<file path="src/rtl/fxp_mul_seq.sv">
// Sequential sign-magnitude fixed-point multiplier.
// Shift-add over the multiplier magnitude, then round, scale and saturate.
module fxp_mul_seq #(
  parameter int SIZE = 32,
  parameter int FRAC = 16
) (
  input  logic            clk,
  input  logic            rst,
  input  logic            in_valid,
  output logic            in_ready,
  input  logic [SIZE-1:0] A,
  input  logic [SIZE-1:0] B,
  input  logic            rnd,
  output logic            out_valid,
  input  logic            out_ready,
  output logic [SIZE-1:0] Out,
  output logic            ovf
);

  localparam int M  = SIZE - 1;
  localparam int M2 = 2 * M;
  localparam int CW = $clog2(SIZE);
  localparam int HS = (FRAC > 0) ? FRAC - 1 : 0;
  localparam logic [M2:0] HALF = (M2+1)'(FRAC > 0) << HS;

  typedef enum logic [1:0] {IDLE, BUSY, NORM, DONE} state_t;

  state_t          state;
  logic [M2-1:0]   acc;
  logic [M2-1:0]   mcand;
  logic [M-1:0]    mplier;
  logic [CW-1:0]   cnt;
  logic            sign;
  logic            rnd_q;

  logic [M2:0]     sum;
  logic [M2:0]     shifted;
  logic            sat;
  logic [M-1:0]    mag;

  assign in_ready  = (state == IDLE);
  assign out_valid = (state == DONE);

  // Extra top bit keeps the rounding carry from wrapping.
  always_comb begin
    sum     = {1'b0, acc} + (rnd_q ? HALF : '0);
    shifted = sum >> FRAC;
    sat     = |shifted[M2:M];
    mag     = sat ? '1 : shifted[M-1:0];
  end

  always_ff @(posedge clk or posedge rst) begin
    if (rst) begin
      state  <= IDLE;
      acc    <= '0;
      mcand  <= '0;
      mplier <= '0;
      cnt    <= '0;
      sign   <= 1'b0;
      rnd_q  <= 1'b0;
      Out    <= '0;
      ovf    <= 1'b0;
    end else begin
      case (state)
        IDLE: begin
          if (in_valid) begin
            mcand  <= {{M{1'b0}}, A[M-1:0]};
            mplier <= B[M-1:0];
            sign   <= A[M] ^ B[M];
            rnd_q  <= rnd;
            acc    <= '0;
            cnt    <= CW'(M);
            state  <= BUSY;
          end
        end
        BUSY: begin
          if (mplier[0])
            acc <= acc + mcand;
          mcand  <= mcand << 1;
          mplier <= mplier >> 1;
          cnt    <= cnt - 1'b1;
          if (cnt == CW'(1))
            state <= NORM;
        end
        NORM: begin
          // No negative zero: sign only survives a nonzero magnitude.
          Out   <= {sign & (|mag), mag};
          ovf   <= sat;
          state <= DONE;
        end
        DONE: begin
          if (out_ready)
            state <= IDLE;
        end
        default: state <= IDLE;
      endcase
    end
  end

endmodule

</file>
<file path="config.mk">
export PLATFORM = sky130hd
export DESIGN_NAME = fxp_mul_seq
export DESIGN_NICKNAME = d
export VERILOG_FILES = /design/src/rtl/fxp_mul_seq.sv
export SDC_FILE = /design/constraint.sdc
export NUM_CORES = 1
export LEC_CHECK = 0
export BUFFER_PORTS_ARGS = -buffer_cell sky130_fd_sc_hd__buf_2
export CAP_MARGIN = 20
export CORE_UTILIZATION = 61
export DETAILED_ROUTE_END_ITERATION = 8
export GPL_TIMING_DRIVEN = 0
export PLACE_DENSITY = 0.81
export REMOVE_ABC_BUFFERS = 1
export SLEW_MARGIN = 20
export SYNTH_ARGS = -nofsm -noshare
export SYNTH_HDL_FRONTEND = slang
export SYNTH_SLANG_ARGS = --single-unit
</file>
<file path="constraint.sdc">
create_clock -name clk -period 7.1 [get_ports clk]
set_input_delay 0 -clock clk [delete_from_list [all_inputs] [get_ports clk]]
set_output_delay 0 -clock clk [all_outputs]
set_load 0.01 [all_outputs]
</file>
==> impl_metrics.env <==
export IMPL_status="finished clean"
export IMPL_ant_nets=0
export IMPL_crit_type="reg2reg"
export IMPL_ctsResizeCount=0
export IMPL_syn_area_per_cell_um2=9.10
export IMPL_dpl_cell_area_um2=13100
export IMPL_cp_required_ns=7.36
export IMPL_place_hpwl_mm=20.5
export IMPL_slew_headroom_pct=28.4
export IMPL_clk_latency_ns=0.44
export IMPL_ir_drop_mv=0.215
export IMPL_initial_core_util_pct=62.8
export IMPL_power_density_nw_per_um2=348
export IMPL_yosysTopAreaCell="dfrtp_1"
export IMPL_synth_top_cell_area_share_pct=40.1
export IMPL_layout_drive_gt1_share_pct=11.7
export IMPL_cts_path_max_buffers=2
export IMPL_drt_iter0_drc=721
export IMPL_slowest_stage="nor3_4"
export IMPL_placed_cells=1657
export IMPL_cts_sinks=197
export IMPL_netlist_area_um2=12300
export IMPL_cts_setup_buffers=0
export IMPL_synth_seq_area_share_pct=40.1
export IMPL_num_nets_final=1616
export IMPL_die_x_um=144
export IMPL_synthCells=1351
export IMPL_postCtsHoldBufs=67
export IMPL_layout_commonest_cell="dfrtp_1"
export IMPL_multiInputGateArea_um2=7010
export IMPL_final_cell_area_um2=14400
export IMPL_drc=0
export IMPL_timing_critical_path_buf_inv=0
export IMPL_via_per_inst=5.99
export IMPL_place_congestion=0.895
export IMPL_min_period_ns=3.61
export IMPL_synth_area_leaders="dfrtp_1 40%, ha_1 6.9%, o21ai_0 6.5%, nand2_1 5.4%, mux2i_1 5.0%"
export IMPL_regArea_um2=4930
export IMPL_cts_tree="done"
export IMPL_finalSetupViolations=0
export IMPL_synth_fa_ha_area_share_pct=7.08
export IMPL_cp_arrival_ns=3.88
export IMPL_area_delta_synth_final_pct=16.8
export IMPL_track_usage_pct=29.2
export IMPL_worstSetupStartpointType="flip-flop"
export IMPL_worst_pin_slew_ns=1.07
export IMPL_htree_levels=4
export IMPL_fin_skew_ns=0.0146
export IMPL_hold_viol_final=0
export IMPL_synth_simple_area_share_pct=14.6
export IMPL_synthArstFlopShare_pct=100
export IMPL_final_cell_mix="197 x dfrtp_1, 175 x nand2_1, 159 x o21ai_0, 103 x buf_2, 80 x a21oi_1"
export IMPL_max_cap_violations=0
export IMPL_p_total_mw=4.99
export IMPL_die_area_um2=20700
export IMPL_boundaryPins=104
export IMPL_post_drt_wl_per_cell_um=16.5
export IMPL_crit_chain="and4_1, nand3_1, or3_4, nor2_4, nand2_1, a2111oi_1, o22ai_1, nor3_4, a31oi_1"
export IMPL_rows=51
export IMPL_drt_pass1_iterations=6
export IMPL_crit_family="simple AND/OR/NAND/NOR gates"
export IMPL_clk_pin_slew_ns=0.07
export IMPL_worst_slack_ns=3.49
export IMPL_rsz0062_at_grt="false"
export IMPL_synth_top_family_by_area="compound AO/OA/AOI/OAI gates"
export IMPL_max_freq_ghz=0.277
export IMPL_synth_top_flop_cell="dfrtp_1"
export IMPL_antenna_found_initial=0
export IMPL_cp_max_fo=32
export IMPL_n_antenna_cell=0
export IMPL_fin_hold_ws_ns=0.0903
export IMPL_synth_compound_gate_area_share_pct=22.2
export IMPL_core_um2=19600
export IMPL_drv_slew=0
export IMPL_endpoint_kind="flip-flop"
export IMPL_cts_root_buffer="clkbuf_16"
export IMPL_synth_area_mux_share_pct=5.23
export IMPL_place_port_buffers=103
export IMPL_n_fill_cell=1443
export IMPL_min_period_over_period_pct=50.9
export IMPL_die_height_um=144
export IMPL_p_leak_nw=6.60
export IMPL_yosysUniqueCellTypes=75
export IMPL_grt_pass1_vias=9846
export IMPL_synth_warnings=0
export IMPL_pre_cts_ws_ns=3.51
export IMPL_grt_max_degree=80
export IMPL_grt_overflow_total=0
export IMPL_synth_xor_area_share_pct=7.41
export IMPL_instances_no_fill=1755
export IMPL_synth_edf_count=0
export IMPL_ys_ff_latch=197
export IMPL_routed_wirelength_mm=28.9
export IMPL_vias=10513
export IMPL_hold_path_class="in2async"
export IMPL_cpPeakStageDelay_ns=0.85
export IMPL_grt_pass1_wl_mm=47.7
export IMPL_cts_made_buffers=17
## worst paths after layout
| kind | from | endpoint | slack, ns | cells after the start |
|---|---|---|---|---|
| worst min-delay path | rst | Out[2] | 0.09 | 3 |
| worst max register to register | acc[18] | Out[7] | 3.49 | 9 |
| worst max-delay path | acc[18] | Out[7] | 3.49 | 9 |
| worst min register to register | mplier[9] | mplier[9] | 0.48 | 2 |
| min in group clk | in_valid | state[0] | 0.12 | 4 |
| max in group asynchronous | rst | acc[0] | 5.93 | 5 |
## layer usage
| metal | GRT usage, % | vias up | share of wire (%) |
|---|---|---|---|
| met5 | 0 | - | 0 |
| met4 | 9.18 | 0 | 1.9 |
| met3 | 5.23 | 42 | 5.6 |
| met2 | 46.5 | 301 | 46 |
| met1 | 40.4 | 5000 | 47 |
| li1 | - | 5170 | - |
## sequential cells by signal, indices dropped and copies added, names as in the netlist
register / cells
Out: 32
acc: 62
cnt: 5
mcand: 62
mplier: 31
ovf: 1
rnd_q: 1
sign: 1
state: 2
## cell type report
cell class                      instances  area share (%)
Clock inverter                         11           0.653
Sequential cell                       197            34.3
Timing Repair Buffer                  179            9.84
Tap cell                              265            2.31
Clock buffer                           20            3.25
Inverter                               32           0.888
Multi-Input combinational cell       1051            48.8
## per-stage QoR
step                utilization (%)  TNS [ns]
CTS                            73.4         0
finish                         73.4         0
detailed placement             67.1         0
global route                   73.4         0
global placement               65.6    -81.87
floorplan                         -         0
## where the power goes
| group | internal, mW | total [mW] | leakage, nW | switching [mW] |
|---|---|---|---|---|
| registers | 1.50 | 1.81 | 2.54 | 0.317 |
| logic | 0.922 | 2.26 | 3.79 | 1.34 |
| clock network | 0.483 | 0.925 | 0.269 | 0.442 |
| total | 2.90 | 4.99 | 6.60 | 2.09 |
## tightest hold or removal path: cells and delay by family
family | cells | cell delay, ns
buffers and inverters | 3 | 0.91
## cell usage after synthesis (3+ instances only)
library cell	instances
nor3_1	15
buf_4	3
nand4_1	20
o211ai_1	3
dfrtp_1	197
o21ai_0	159
a41oi_1	3
and2_1	7
o21bai_1	12
clkbuf_1	50
ha_1	68
mux2i_1	62
nor4_1	4
nand2_1	176
o31ai_1	6
nand3_1	37
xor2_1	48
inv_1	32
o21ai_1	11
nor2_1	66
and4_1	5
a221o_1	3
a21oi_1	81
a31oi_1	37
a21o_1	30
buf_1	8
a211oi_1	5
a311oi_1	3
xnor2_1	56
a22o_1	39
nand2b_1	9
buf_2	10
and3_1	23
o21a_1	8
nor2b_1	6
## cells by family (layout without fill, tap and decap cells)
family | count (synthesis) | in the layout
compound gates | 431 | 431
xor+xnor | 104 | 104
fa+ha+maj | 69 | 69
buf+inv | 103 | 242
flops | 197 | 197
mux | 64 | 64
simple gates | 383 | 383
(Power assumes the default switching activity.)
